[src/rtl/pe_alu_xbar_cluster.sv]
// Processing-element slice for a CGRA array.
// A 4x4 operand crossbar feeds a registered two-operand ALU.
// A 2x1 output mux selects the PE result.
// Routing and opcode are loaded through an 11-bit serial config chain that daisy-chains
// from PE to PE. Crossbar source 2 is the registered ALU result, so loop-back paths
// never form a combinational loop.
module pe_alu_xbar_cluster #(
  parameter int unsigned SIZE = 32
) (
  input  logic            clk,
  input  logic            reset,
  input  logic            config_en,
  input  logic            config_in,
  output logic            config_out,
  input  logic [SIZE-1:0] in0,
  input  logic [SIZE-1:0] in1,
  input  logic [SIZE-1:0] in2,
  output logic [SIZE-1:0] out0,
  output logic [SIZE-1:0] out1
);

  localparam int unsigned CfgW = 11;

  typedef enum logic [1:0] {
    OpAdd = 2'b00,
    OpSub = 2'b01,
    OpMul = 2'b10,
    OpAnd = 2'b11
  } alu_op_e;

  logic [CfgW-1:0] cfg_q, cfg_d;
  logic [SIZE-1:0] alu_q, alu_d;
  logic [SIZE-1:0] xbar [4];
  logic [SIZE-1:0] op_a, op_b;
  alu_op_e         alu_op;

  // Config chain next state: shift MSB-first while enabled, otherwise hold.
  always_comb begin
    cfg_d = cfg_q;
    if (config_en) begin
      cfg_d = {cfg_q[CfgW-2:0], config_in};
    end
  end

  // Config register; reset wins over shifting and discards a partial load.
  always_ff @(posedge clk) begin
    if (reset) begin
      cfg_q <= '0;
    end else begin
      cfg_q <= cfg_d;
    end
  end

  // Crossbar: each output independently picks one of in0, in1, alu_q, in2.
  always_comb begin
    for (int k = 0; k < 4; k++) begin
      xbar[k] = '0;
      unique case (cfg_q[3+2*k +: 2])
        2'd0: xbar[k] = in0;
        2'd1: xbar[k] = in1;
        2'd2: xbar[k] = alu_q;
        2'd3: xbar[k] = in2;
        default: xbar[k] = '0;
      endcase
    end
  end

  assign op_a   = xbar[0];
  assign op_b   = xbar[1];
  assign alu_op = alu_op_e'(cfg_q[1:0]);

  // ALU next-state: all results wrap modulo 2^SIZE; the product keeps only the low bits.
  always_comb begin
    alu_d = alu_q;
    if (!config_en) begin
      unique case (alu_op)
        OpAdd: alu_d = op_a + op_b;
        OpSub: alu_d = op_a - op_b;
        OpMul: alu_d = op_a * op_b;
        OpAnd: alu_d = op_a & op_b;
        default: alu_d = alu_q;
      endcase
    end
  end

  // ALU result register; it stays frozen while the config chain is shifting.
  always_ff @(posedge clk) begin
    if (reset) begin
      alu_q <= '0;
    end else begin
      alu_q <= alu_d;
    end
  end

  // Output mux and pass-through of crossbar output 3.
  always_comb begin
    out0 = cfg_q[2] ? xbar[2] : alu_q;
    out1 = xbar[3];
  end

  // Registered tap of the chain, so config_out never follows config_in combinationally.
  assign config_out = cfg_q[CfgW-1];

endmodule

[config.mk]
export PLATFORM = sky130hd
export DESIGN_NAME = pe_alu_xbar_cluster
export DESIGN_NICKNAME = d
export VERILOG_FILES = /design/src/rtl/pe_alu_xbar_cluster.sv
export SDC_FILE = /design/constraint.sdc
export NUM_CORES = 2
export LEC_CHECK = 0
export ABC_CLOCK_PERIOD_IN_PS = 10600
export BUFFER_PORTS_ARGS = -buffer_cell sky130_fd_sc_hd__buf_4
export CELL_PAD_IN_SITES_DETAIL_PLACEMENT = 0
export CELL_PAD_IN_SITES_GLOBAL_PLACEMENT = 1
export CORE_ASPECT_RATIO = 1.4
export CORE_UTILIZATION = 49
export DETAILED_ROUTE_END_ITERATION = 8
export HOLD_SLACK_MARGIN = 0.1
export MAX_ROUTING_LAYER = met4
export PLACE_DENSITY_LB_ADDON = 0.1
export SLEW_MARGIN = 0
export SYNTH_ARGS = -nofsm -noshare
export SYNTH_HDL_FRONTEND = slang
export SYNTH_SLANG_ARGS = --single-unit
[constraint.sdc]
create_clock -name clk -period 10.6 [get_ports clk]
set_clock_uncertainty 0.05 [all_clocks]
set_input_delay 2.12 -clock clk [delete_from_list [all_inputs] [get_ports clk]]
set_output_delay 2.12 -clock clk [all_outputs]
set_load 0.02 [all_outputs]
## Word level (Yosys, flattened, before mapping)

Cells that the tools add are included.

- Register bits: 43
- Bits of input ports: 100
- Output and inout port bits: 65

- $add $sub $neg: 2
- $mul: 1
- Equality and inequality tests: 15
- Muxes and demuxes: 6
- Bitwise logic cells: 1
- Reductions and logical operators: 5

Operators with widths:

| operator | number |
|---|---|
| 32-bit case mux with 4 select lines | 5 |
| 32-bit adder | 1 |
| 32-bit AND | 1 |
| 32-bit by 32-bit multiplier with 32-bit output | 1 |
| 32-bit two-way mux | 1 |
| 32-bit subtractor | 1 |
| 2-bit == test (second input constant) | 10 |
| 2-bit by 1-bit == test with 1-bit output (second input constant) | 5 |
| 2-bit logical NOT | 5 |

## Logic depth before layout (Yosys ltp)

- Word-level depth: 4
- Depth in mapped cells: 36

## Worst setup path after synthesis

Ideal clock, no wire load.

- Path type: input-to-reg
- From: input in0[7]
- To: register alu_q[29]
- Setup time: 86 ps
- Arrival: 9190 ps
- Path slack: 1275 ps
- Stages: 28
- Path through: mux2_2 -> o21ai_0 -> clkbuf_1 -> clkbuf_1 -> nor2_1 -> fa_1 -> fa_1 -> fa_1 -> inv_1 -> fa_1 -> inv_1 -> fa_1 -> inv_1 -> fa_1 -> inv_1 -> fa_1 -> fa_1 -> ha_1 -> a21oi_1 -> o21ai_0 -> a211oi_1 -> nor2_1 -> a211o_1 -> nand4_1 -> nand2_1 -> o311ai_0 -> o21ai_0 -> a211oi_1

- Word-level cells in the longest chain between the ends: 3

Ends and longest elaborated chain:

| what | line | RTL |
|---|---|---|
| start: declaration | 15 | `input logic [SIZE-1:0] in0,` |
| 32-bit case mux with 4 select lines | 58 | `unique case (cfg_q[3+2*k +: 2])` |
| 32-bit by 32-bit multiplier with 32-bit output, or another cell as far along | 79 | `OpMul: alu_d = op_a * op_b;` |
| 32-bit case mux with 4 select lines (*) | 76 | `unique case (alu_op)` |
| end signal: assignment | 91 | `alu_q <= alu_d;` |
| end: declaration | 32 | `logic [SIZE-1:0] alu_q, alu_d;` |

Every way passes the cells marked *; elsewhere a longest branch is shown, timed or not.
A chain may end at the register's enable or synchronous reset.

## Worst setup path in the final report

- From: input in0[16]
- To: register alu_q[28]

The elaborated chain is that of the path after synthesis.

==> results.rst <==
.. list-table::
   :header-rows: 1

   * - Metric
     - Value
   * - Run status
     - complete, no violations
   * - Most used cells in the layout excluding fill and tap cells
     - sky130_fd_sc_hd__fa_1, sky130_fd_sc_hd__inv_1, sky130_fd_sc_hd__nor2_1, sky130_fd_sc_hd__nand2_1, sky130_fd_sc_hd__buf_4
   * - Post-Syn Nets
     - 3344
   * - Pin count of the biggest net entering global routing
     - 50
   * - Num CTS Buffers
     - 5
   * - Number of clock sinks seen by CTS
     - 43
   * - Worst Hold Class
     - register to register
   * - Effective utilization at floorplan
     - 0.498
   * - Number of max-capacitance violations reported
     - 0
   * - Area of the die
     - 0.0487 sq mm
   * - Post-CTS Repair Setup Buffers
     - 0
   * - Data arrival time of the worst path
     - 10.17 ns
   * - Final period demand of the worst path
     - 10.00 ns
   * - EDFF count, synth
     - 0
   * - Overall via count from detail_route
     - 20738
   * - Footprint of the flip-flops and latches
     - between 800 and 900 sq um
   * - Cell types with the largest area share after synthesis
     - sky130_fd_sc_hd__fa_1, sky130_fd_sc_hd__ha_1, sky130_fd_sc_hd__mux4_2
   * - Clock tree from TritonCTS
     - done
   * - Worst rel slew slack
     - 0.321
   * - Std-Cell Rows
     - 94
   * - Register bit total from synthesis
     - 43
   * - Type of the setup path with the least slack
     - input port to register
   * - Synthesis-to-finish area growth
     - 9.14%
   * - Leading cell type in the layout, fill and taps excluded
     - sky130_fd_sc_hd__fa_1
   * - Proportion of synthesized chip area in sequential cells
     - 0.0367
   * - Share of cells above drive strength 1
     - 0.160
   * - Filler cell count
     - approximately 4500
   * - Flip-flop cell with the highest count after synthesis
     - sky130_fd_sc_hd__dfxtp_1
   * - Bufs on Longest Clock Path
     - 2
   * - Total number of H-tree levels
     - 2
   * - Cell total after placement
     - 3390
   * - DRC violation total after the first TritonRoute iteration
     - around 1600
   * - Final weighted congestion in routability-driven placement
     - 0.982
   * - Floorplan core area
     - between 0.04 and 0.05 sq mm
   * - Number of nets at the end of the flow
     - about 3400
   * - Footprint of the multi-input gates
     - ~0.02 sq mm
   * - Root buffer cell
     - sky130_fd_sc_hd__clkbuf_16
   * - Number of I/O pins
     - 165
   * - Share of the synthesized area in the top cell type
     - 0.350
   * - Vias per std cell
     - 6.10
   * - Final count of negative-setup-slack endpoints
     - 0
   * - Transition time at the pin with the least slew margin
     - about 1.0 ns
   * - Synthesis Warnings
     - 0
   * - Asr flop ratio synth
     - 0
   * - Final cell count without fillers
     - roughly 3400
   * - Clock network latency to the later pin of the worst-skew pair
     - 0.32 ns
   * - Clock-pin slew on the worst setup and hold paths
     - 0.09 ns
   * - Initial antenna violation count
     - 1
   * - Post-detailed-route count of antenna-violating nets
     - 0
   * - RSZ-0062 raised after global routing
     - false
   * - Die Width
     - around 190 um
   * - GRT overflow
     - 0
   * - Final Cycle Share
     - 0.944
   * - Vias in the first global route
     - 21866
   * - Post-Route Setup TNS
     - 0 ns
   * - Worst hold slack
     - 0.460 ns
   * - Average cell area after synthesis
     - 8.74 sq um
   * - Largest fanout on the critical path
     - 11
   * - Port Buf Inserts
     - around 160
   * - Detailed-route wire length
     - 87800 um
   * - HPWL Detailed
     - 70900 um
   * - Number of endpoints with negative hold slack in the final report
     - 0
   * - Final Max Tran Viols
     - 0
   * - Sort of element at the end of the critical path
     - register
   * - Number of search-and-repair iterations in the first detailed-routing pass
     - 6
   * - Critical Path Source Type
     - input port
   * - Global-route wire length before repair
     - 133000 um
   * - Fmax
     - approximately 0.10 GHz
   * - Gate count of the mapped netlist
     - 2679
   * - Height of the chip
     - 261 um
   * - Post-synthesis instance area
     - 0.0234 sq mm
   * - Distinct cell type count of the synthesized netlist
     - 74
   * - Final routed DRC violation total
     - 0
   * - Routed length per placed instance
     - 25.8 um
   * - Cell taking the most area after synthesis
     - sky130_fd_sc_hd__fa_1
   * - Critical path required time
     - 10.77 ns
   * - Total routing usage reported by global routing
     - 0.378
==> worst max-delay path: stages <==
cell and delay (ns):
sky130_fd_sc_hd__buf_4 0.13, sky130_fd_sc_hd__mux2_2 0.26, sky130_fd_sc_hd__o21ai_2 0.41, sky130_fd_sc_hd__inv_1 0.42, sky130_fd_sc_hd__nand2_1 0.21, sky130_fd_sc_hd__fa_1 0.44, sky130_fd_sc_hd__fa_1 0.61, sky130_fd_sc_hd__fa_1 0.60
sky130_fd_sc_hd__fa_1 0.46, sky130_fd_sc_hd__fa_1 0.54, sky130_fd_sc_hd__inv_1 0.05, sky130_fd_sc_hd__fa_1 0.48, sky130_fd_sc_hd__fa_1 0.54, sky130_fd_sc_hd__fa_1 0.43, sky130_fd_sc_hd__ha_1 0.38, sky130_fd_sc_hd__nand4_1 0.24
sky130_fd_sc_hd__nor2_1 0.24, sky130_fd_sc_hd__nand2_1 0.09, sky130_fd_sc_hd__nor4_2 0.47, sky130_fd_sc_hd__o2111ai_1 0.20, sky130_fd_sc_hd__nand4b_1 0.29, sky130_fd_sc_hd__xnor2_1 0.12, sky130_fd_sc_hd__o21a_1 0.17, sky130_fd_sc_hd__o311ai_0 0.26
==> path summary, 6_finish.rpt <==
check / startpoint / depth (start not counted) / to / slack, ns
setup / recovery: in0[16] / 24 / alu_q[28] / 0.60
hold / removal: cfg_q[0] / 2 / cfg_q[0] / 0.46
setup reg to reg: cfg_q[4] / 24 / alu_q[28] / 1.21
hold reg to reg: cfg_q[0] / 2 / cfg_q[0] / 0.46
==> through the flow <==
step,area [sq um],worst slack (ns),util
4_1_cts,25600,0.222,0.543
3_3_place_gp,25400,0.0304,0.540
3_5_place_dp,25400,-0.107,0.540
6_report,25600,0.597,0.543
2_1_floorplan,23400,1.27,-
5_1_grt,25600,0.257,0.543
==> flip-flops by register name, indices dropped and copies added, names as in the netlist <==
| register | flops |
|---|---|
| alu_q | 32 |
| cfg_q | 11 |
==> what timing repair did <==
item                       CTS  global route
setup endpoints to repair    0             2
hold buffers                 0             0
resized for setup            0             1
==> layer usage <==
metal | wire [um] | vias up | GRT usage
li1 | - | 8884 | -
met1 | 35200 | 10640 | 0.465
met2 | 41900 | 974 | 0.623
met3 | 5550 | 240 | 0.0350
met4 | 5150 | 0 | 0.193
met5 | 0 | - | -
==> synth_stat cells (28+ instances only) <==
cell type / count
sky130_fd_sc_hd__a21oi_1: 81
sky130_fd_sc_hd__a22o_1: 54
sky130_fd_sc_hd__and2_1: 48
sky130_fd_sc_hd__clkbuf_1: 107
sky130_fd_sc_hd__dfxtp_1: 43
sky130_fd_sc_hd__fa_1: 409
sky130_fd_sc_hd__ha_1: 156
sky130_fd_sc_hd__inv_1: 408
sky130_fd_sc_hd__mux2_2: 69
sky130_fd_sc_hd__mux2i_1: 54
sky130_fd_sc_hd__mux4_2: 82
sky130_fd_sc_hd__nand2_1: 312
sky130_fd_sc_hd__nor2_1: 341
sky130_fd_sc_hd__o21ai_0: 62
sky130_fd_sc_hd__xnor2_1: 103
sky130_fd_sc_hd__xor2_1: 28
==> cell families after synthesis <==
kind of cell	synth area share
compound gates	0.108
buf+inv	0.0941
simple gates	0.142
xor+xnor	0.0506
flops	0.0367
mux	0.136
fa+ha+maj	0.433
==> cell type report <==
cell class              count  share of cell area
diodes                      1           0.0000979
multi-input cells        2067               0.797
clock buffers               6             0.00587
repair buffers            239              0.0702
flip-flops and latches     43              0.0341
well taps                 624              0.0305
clock inverters             2            0.000636
inverters                 417              0.0612
Power is not shown: default switching activity piles up to over one toggle a cycle in this logic, so the estimate is an artifact.
